[config.mk]
export PLATFORM = sky130hd
export DESIGN_NAME = spi_target
export DESIGN_NICKNAME = d
export VERILOG_FILES = /design/src/rtl/spi_pkg.sv /design/src/rtl/spi_sync_edge.sv /design/src/rtl/spi_target.sv
export SDC_FILE = /design/constraint.sdc
export NUM_CORES = 1
export LEC_CHECK = 0
export ABC_CLOCK_PERIOD_IN_PS = 2300
export CORE_MARGIN = 10
export CORE_UTILIZATION = 45
export DETAILED_ROUTE_END_ITERATION = 7
export PLACE_DENSITY = 0.68
export RECOVER_POWER = 25
export SYNTH_ARGS = -nofsm -noshare
export SYNTH_HDL_FRONTEND = slang
export SYNTH_SLANG_ARGS = --single-unit
[constraint.sdc]
create_clock -name clock -period 2.3 [get_ports clock]
set_clock_uncertainty 0.05 [all_clocks]
set_input_delay 0.575 -clock clock [delete_from_list [all_inputs] [get_ports clock]]
set_output_delay 0.575 -clock clock [all_outputs]
set_load 0.005 [all_outputs]
[src/rtl/spi_pkg.sv]
// Shared SPI definitions, used by this target and by the SPI controller.
// Contents: the FSM state encoding, the SPI mode constants ({cpol,cpha})
// and the default underrun fill word.
package spi_pkg;

  typedef enum logic {
    IDLE   = 1'b0,
    ACTIVE = 1'b1
  } spi_state_e;

  // SPI modes encoded as {cpol, cpha}
  localparam logic [1:0] MODE0 = 2'b00;
  localparam logic [1:0] MODE1 = 2'b01;
  localparam logic [1:0] MODE2 = 2'b10;
  localparam logic [1:0] MODE3 = 2'b11;

  localparam logic [7:0] IDLE_TX_DEFAULT = 8'hFF;

endpackage

[src/rtl/spi_sync_edge.sv]
// Multi-flop synchronizer for one asynchronous input, with edge pulses.
// Ports:
//   clock, reset  - system clock, synchronous active-low reset
//   preset        - value the chain is filled with during reset
//   d             - asynchronous input
//   level         - synchronized level
//   rise, fall    - one-cycle pulses on a synchronized level change
module spi_sync_edge #(
  parameter int SYNC_STAGES = 2
) (
  input  logic clock,
  input  logic reset,
  input  logic preset,
  input  logic d,
  output logic level,
  output logic rise,
  output logic fall
);

  logic [SYNC_STAGES-1:0] chain;
  logic                   level_d;

  always_ff @(posedge clock) begin
    if (!reset) begin
      chain   <= {SYNC_STAGES{preset}};
      level_d <= preset;
    end else begin
      chain   <= {chain[SYNC_STAGES-2:0], d};
      level_d <= chain[SYNC_STAGES-1];
    end
  end

  assign level = chain[SYNC_STAGES-1];
  assign rise  = level & ~level_d;
  assign fall  = ~level & level_d;

endmodule

[src/rtl/spi_target.sv]
// SPI target endpoint. sclk, ss_n and mosi are oversampled in the clock
// domain; words are exchanged with local logic over a byte valid/ready
// interface (one-entry tx holding register, rx pulse without back-pressure).
// Ports:
//   clock, reset              - system clock (>= 8x sclk), sync active-low reset
//   cpol, cpha                - SPI mode, captured while idle
//   sclk, ss_n, mosi          - asynchronous SPI pins
//   miso, miso_oe             - serial out and pad enable
//   tx_data/tx_valid/tx_ready - word to send next
//   rx_data/rx_valid          - last received word and its one-cycle strobe
//   busy                      - frame active
//   tx_underrun               - IDLE_TX was loaded instead of user data
//
// state  | meaning
// IDLE   | select inactive, miso tristated, mode inputs tracked
// ACTIVE | frame in progress, shifting on synchronized sclk edges
module spi_target
  import spi_pkg::*;
#(
  parameter int                WIDTH       = 8,
  parameter int                SYNC_STAGES = 2,
  parameter logic [WIDTH-1:0]  IDLE_TX     = WIDTH'(IDLE_TX_DEFAULT)
) (
  input  logic             clock,
  input  logic             reset,
  input  logic             cpol,
  input  logic             cpha,
  input  logic             sclk,
  input  logic             ss_n,
  input  logic             mosi,
  output logic             miso,
  output logic             miso_oe,
  input  logic [WIDTH-1:0] tx_data,
  input  logic             tx_valid,
  output logic             tx_ready,
  output logic [WIDTH-1:0] rx_data,
  output logic             rx_valid,
  output logic             busy,
  output logic             tx_underrun
);

  localparam int             CW       = $clog2(WIDTH);
  localparam logic [CW-1:0]  LAST_BIT = CW'(WIDTH - 1);

  spi_state_e state, state_nxt;

  logic                   cpol_q, cpha_q;
  logic                   sclk_s, sclk_rise, sclk_fall;
  logic                   ss_s, ss_rise, ss_fall;
  logic [SYNC_STAGES-1:0] mosi_sync;
  logic                   mosi_s;

  logic [WIDTH-1:0] tx_shift;
  logic [WIDTH-2:0] rx_shift;
  logic [CW-1:0]    bit_cnt;
  logic [WIDTH-1:0] hold_data;
  logic             hold_full;
  logic             miso_q;

  logic lead_edge, trail_edge, in_frame, sample_edge, shift_edge;
  logic start, frame_end, word_done, load, wr;
  logic [WIDTH-1:0] load_word;

  spi_sync_edge #(.SYNC_STAGES(SYNC_STAGES)) u_sync_sclk (
    .clock (clock),
    .reset (reset),
    .preset(cpol),
    .d     (sclk),
    .level (sclk_s),
    .rise  (sclk_rise),
    .fall  (sclk_fall)
  );

  spi_sync_edge #(.SYNC_STAGES(SYNC_STAGES)) u_sync_ss (
    .clock (clock),
    .reset (reset),
    .preset(1'b1),
    .d     (ss_n),
    .level (ss_s),
    .rise  (ss_rise),
    .fall  (ss_fall)
  );

  always_ff @(posedge clock) begin
    if (!reset) mosi_sync <= '0;
    else        mosi_sync <= {mosi_sync[SYNC_STAGES-2:0], mosi};
  end
  assign mosi_s = mosi_sync[SYNC_STAGES-1];

  // sclk_s itself is only needed through its edge pulses
  assign lead_edge   = cpol_q ? sclk_fall : sclk_rise;
  assign trail_edge  = cpol_q ? sclk_rise : sclk_fall;
  // sclk edges seen after select has gone away belong to no word
  assign in_frame    = (state == ACTIVE) && !ss_s;
  assign sample_edge = in_frame && (cpha_q ? trail_edge : lead_edge);
  assign shift_edge  = in_frame && (cpha_q ? lead_edge : trail_edge);

  assign start     = (state == IDLE) && ss_fall;
  assign frame_end = (state == ACTIVE) && ss_rise;
  assign word_done = sample_edge && (bit_cnt == LAST_BIT);
  assign load      = start || word_done;
  assign wr        = tx_valid && !hold_full;
  assign load_word = hold_full ? hold_data : IDLE_TX;

  // ---------------- FSM ----------------
  always_ff @(posedge clock) begin
    if (!reset) state <= IDLE;
    else        state <= state_nxt;
  end

  always_comb begin
    state_nxt = state;
    case (state)
      IDLE:    if (ss_fall) state_nxt = ACTIVE;
      ACTIVE:  if (ss_rise) state_nxt = IDLE;
      default: state_nxt = IDLE;
    endcase
  end

  always_comb begin
    busy    = 1'b0;
    miso_oe = 1'b0;
    if (state == ACTIVE) begin
      busy    = 1'b1;
      miso_oe = 1'b1;
    end
  end

  // ---------------- datapath ----------------
  // miso is always a register. At frame entry it gets the first MSB; in
  // cpha=0 tx_shift is pre-shifted so every later shift edge, including the
  // one after a word boundary reload, just presents tx_shift's MSB.
  always_ff @(posedge clock) begin
    if (!reset) begin
      cpol_q      <= cpol;
      cpha_q      <= cpha;
      tx_shift    <= '0;
      rx_shift    <= '0;
      bit_cnt     <= '0;
      hold_data   <= '0;
      hold_full   <= 1'b0;
      miso_q      <= 1'b0;
      rx_data     <= '0;
      rx_valid    <= 1'b0;
      tx_underrun <= 1'b0;
    end else begin
      rx_valid    <= 1'b0;
      tx_underrun <= 1'b0;

      if (state == IDLE) begin
        cpol_q <= cpol;
        cpha_q <= cpha;
      end

      if (load) begin
        tx_shift <= (start && !cpha_q) ? {load_word[WIDTH-2:0], 1'b0} : load_word;
        if (start) miso_q <= load_word[WIDTH-1];
        if (hold_full) hold_full   <= 1'b0;
        else           tx_underrun <= 1'b1;
      end else if (shift_edge) begin
        miso_q   <= tx_shift[WIDTH-1];
        tx_shift <= {tx_shift[WIDTH-2:0], 1'b0};
      end

      // wr implies the holding register is empty, so it never races a drain
      if (wr) begin
        hold_data <= tx_data;
        hold_full <= 1'b1;
      end

      if (start || frame_end) begin
        bit_cnt  <= '0;
        rx_shift <= '0;
      end else if (sample_edge) begin
        rx_shift <= {rx_shift[WIDTH-3:0], mosi_s};
        if (word_done) begin
          bit_cnt  <= '0;
          rx_data  <= {rx_shift, mosi_s};
          rx_valid <= 1'b1;
        end else begin
          bit_cnt <= bit_cnt + CW'(1);
        end
      end
    end
  end

  assign miso     = miso_q;
  assign tx_ready = ~hold_full;

endmodule
==> key figures <==
Run status
  • Status: finished, final reports clean

Place
  • Placement Cell Area: 2360 sq um
  • # port buffers: 29
  • Placer Congestion: between 0.7 and 0.8
  • Post-DP HPWL: between 3000 and 4000 um

Synth
  • Synth Register Bits: 49
  • Ys async rst share: 0%
  • Top cell type's share of synthesized area: a little under half
  • Cell taking the most area after synthesis: dfxtp_1
  • Post-synthesis sequential area ratio: about half
  • Number of enable flip-flop cells after synthesis: 2
  • Count leader, synth: nand2_1
  • Warnings, synthesis: 0
  • Cells after Synth: approximately 230
  • Top post-synthesis cells by count: nand2_1, dfxtp_1, a21oi_1
  • Synth Cell Area: between 2000 and 2500 sq um
  • Yosys cell types: 39
  • Top post-synthesis cells by area: dfxtp_1, nand2_1, a21oi_1
  • Avg Inst Size Synth: 8.72 sq um
  • Post-synth top flop: dfxtp_1
  • Synthesized Nets: between 200 and 300

CTS
  • H-tree depth: 2
  • Clock sinks: 49
  • CTS Root Cell: clkbuf_8
  • CTS Buf Count: 5
  • Clk buf depth: 2
  • Clock transition at the registers of the reported paths: ~90 ps
  • TritonCTS clock tree: yes
  • Clock latency on the worst-skew pair: 310 ps
  • # hold bufs at CTS: 0

Final layout
  • Final Cell Area: roughly 2500 sq um
  • Layout cell share with drive strength beyond 1: approximately a tenth
  • Multi-input logic area: a little over 900 sq um
  • FF+latch area: between 1000 and 1500 sq um
  • Final core utilization: ~56%
  • Final net count: approximately 280
  • Fill cells: 440
  • Area grow syn2layout: 20.2%
  • ANT cells: 0

Critical path
  • Worst path depth: 2
  • CP delay by family, top: buffers and inverters
  • Crit path largest cell delay: approximately 540 ps
  • CP cell instances: clkinvlp_4 > clkdlybuf4s50_1
  • WP data arrival: approximately 1500 ps
  • Worst Path Required: 1670 ps
  • R2R Setup Slk: 470 ps
  • Slowest cell on crit path: dfxtp_1
  • CP endpoint kind: output pin
  • CP endpoint: tx_ready
  • Crit path from: hold_full$_SDFFE_PN0P_
  • CP Max Fanout: 9
  • CP Class: flip-flop to output pin
  • FF-to-FF End: tx_shift[1]$_SDFFE_PN0P_
  • Reg2reg start: state$_SDFF_PN0_
  • Startpoint Class: flip-flop
  • Buf/Inv on CP: 2
  • Reg2Reg Depth: 5

Pwr
  • Pwr per Cell Area: approximately 640 nW/um^2
  • VDD IR max: approximately 0.46 mV
  • P_leak: between 0.0008 and 0.0009 uW
  • Total chip power: approximately 1600 uW

Detailed routing
  • Vias per cell: between 5 and 6
  • DRC errors left: 0
  • Drt first pass iters: 4
  • Via count: around 1,600
  • Post-DR wirelength/cell: approximately 13 um
  • Post-DRT Antenna Nets: 0
  • DRT iter0 DRCs: 70
  • WL final: 4220 um

Floorplan
  • # rows: 24
  • Starting Density: between 40% and 50%
  • IO Count: 30
  • Core ar.: roughly 4400 sq um
  • Total die area: between 7000 and 8000 sq um
  • Die X: ~87 um
  • Chip Height: 87.3 um

Timing
  • Max Clk Rate: approximately 470 MHz
  • Worst-Margin Slew: around 840 ps
  • Hold Vio Cnt, Final: 0
  • RSZ-0062 raised after global routing: no
  • Final setup fails: 0
  • Max Slew Vio Count: 0
  • Worst rel slew slack: around 44%
  • Crit share post-route: between 90% and 100%
  • Fin Setup TNS: 0 ps
  • Min Tclk post-route: roughly 2100 ps

Global routing
  • Grt ovf: 0
  • Largest net degree at the start of global routing: 17
  • Tot GR Track Use: 11.2%
  • First-pass GRT wire length: approximately 7000 um
  • Vias in the first global route: around 1,500
  • Initial antenna violation count: 0

Run
  • # Max-Cap Violations: 0

Min path
  • Class of the worst hold path: flip-flop to flip-flop
-- layout make-up --
type | count | area share, %
sequential | 49 | 40.8
multi-input combinational | 166 | 38.1
timing repair buffer | 37 | 14.0
clock buffer | 5 | 2.81
tap | 52 | 2.65
clock inverter | 3 | 0.868
inverter | 4 | 0.766
-- state kept, by name (all words and copies together), names as in the netlist --
register,cells
hold_full,1
u_sync_sclk.level_d,1
cpol_q,1
rx_valid,1
tx_underrun,1
u_sync_ss.level_d,1
u_sync_ss.chain,2
state,1
miso,1
u_sync_sclk.chain,2
rx_data,8
tx_shift,8
mosi_sync,2
cpha_q,1
rx_shift,7
hold_data,8
bit_cnt,3
-- through the flow --
stage / setup slack [ps] / std cells / hold WS [ps]
after floorplan: 567 / 234 / 336
after detailed placement: 262 / 306 / 349
after CTS: 56.7 / 314 / 374
after global routing: 94.0 / 316 / 404
after global placement: 347 / 306 / 352
final: 182 / 316 / 368
-- cell usage in the layout, fill, tap and decap left out, types with 2 or more instances in the layout --
| master | instances |
|---|---|
| dfxtp_1 | 47 |
| nand4bb_1 | 2 |
| nor2_1 | 7 |
| mux2i_1 | 6 |
| o21ai_1 | 3 |
| mux2i_2 | 2 |
| buf_4 | 6 |
| ha_1 | 2 |
| nand2_1 | 65 |
| nand2b_1 | 2 |
| and2_1 | 2 |
| edfxtp_1 | 2 |
| a31oi_1 | 6 |
| nand3_1 | 2 |
| nor3b_1 | 2 |
| o21ai_0 | 4 |
| clkbuf_8 | 5 |
| clkinvlp_4 | 2 |
| clkbuf_1 | 2 |
| nor3_1 | 4 |
| dlygate4sd3_1 | 3 |
| a21oi_1 | 38 |
| inv_1 | 3 |
| and3_1 | 2 |
| clkdlybuf4s50_1 | 26 |
-- how the worst min path moves through the flow --
| stage | start | endpoint | slack [ps] | cells past startpoint |
|---|---|---|---|---|
| 6_report | u_sync_ss.chain[0]$_SDFF_PN1_ | u_sync_ss.chain[1]$_SDFF_PN1_ | 370 | 1 |
| 5_1_grt | mosi_sync[0]$_SDFF_PN0_ | mosi_sync[1]$_SDFF_PN0_ | 400 | 1 |
| 4_1_cts | u_sync_ss.chain[0]$_SDFF_PN1_ | u_sync_ss.chain[1]$_SDFF_PN1_ | 370 | 1 |
| 3_5_place_dp | u_sync_ss.chain[0]$_SDFF_PN1_ | u_sync_ss.chain[1]$_SDFF_PN1_ | 350 | 1 |
| 3_3_place_gp | u_sync_ss.chain[0]$_SDFF_PN1_ | u_sync_ss.chain[1]$_SDFF_PN1_ | 350 | 1 |
| 2_1_floorplan | u_sync_ss.chain[0]$_SDFF_PN1_ | u_sync_ss.chain[1]$_SDFF_PN1_ | 340 | 1 |
-- report_power, final --
part	leakage (uW)	switching [uW]	internal, uW
clock	0.0000445	306	216
sequential	0.000404	25.6	884
combinational	0.000444	67.9	74.5
total	0.000893	400	1170
-- layer usage --
metal  share of wire (%)  GRT usage [%]
met1                  46           13.1
met2                  47           18.1
met3                 5.6           3.56
met4                 1.8           5.22
met5                   0              0
-- cells by family after synthesis --
group	after synthesis	synth area share (%)
fa+ha+maj	3	1.72
mux	10	5.58
compound gates	59	16.8
buf+inv	19	5.15
simple gates	93	20.3
xor+xnor	1	1.35
flops	49	49.1
-- repair_timing --
action | 4_1_cts | 5_1_grt
gates resized for setup | 0 | 1
endpoints found under the setup margin | 0 | 1
setup buffers | 0 | 2
No activity file was read; power rests on OpenSTA's default activity.
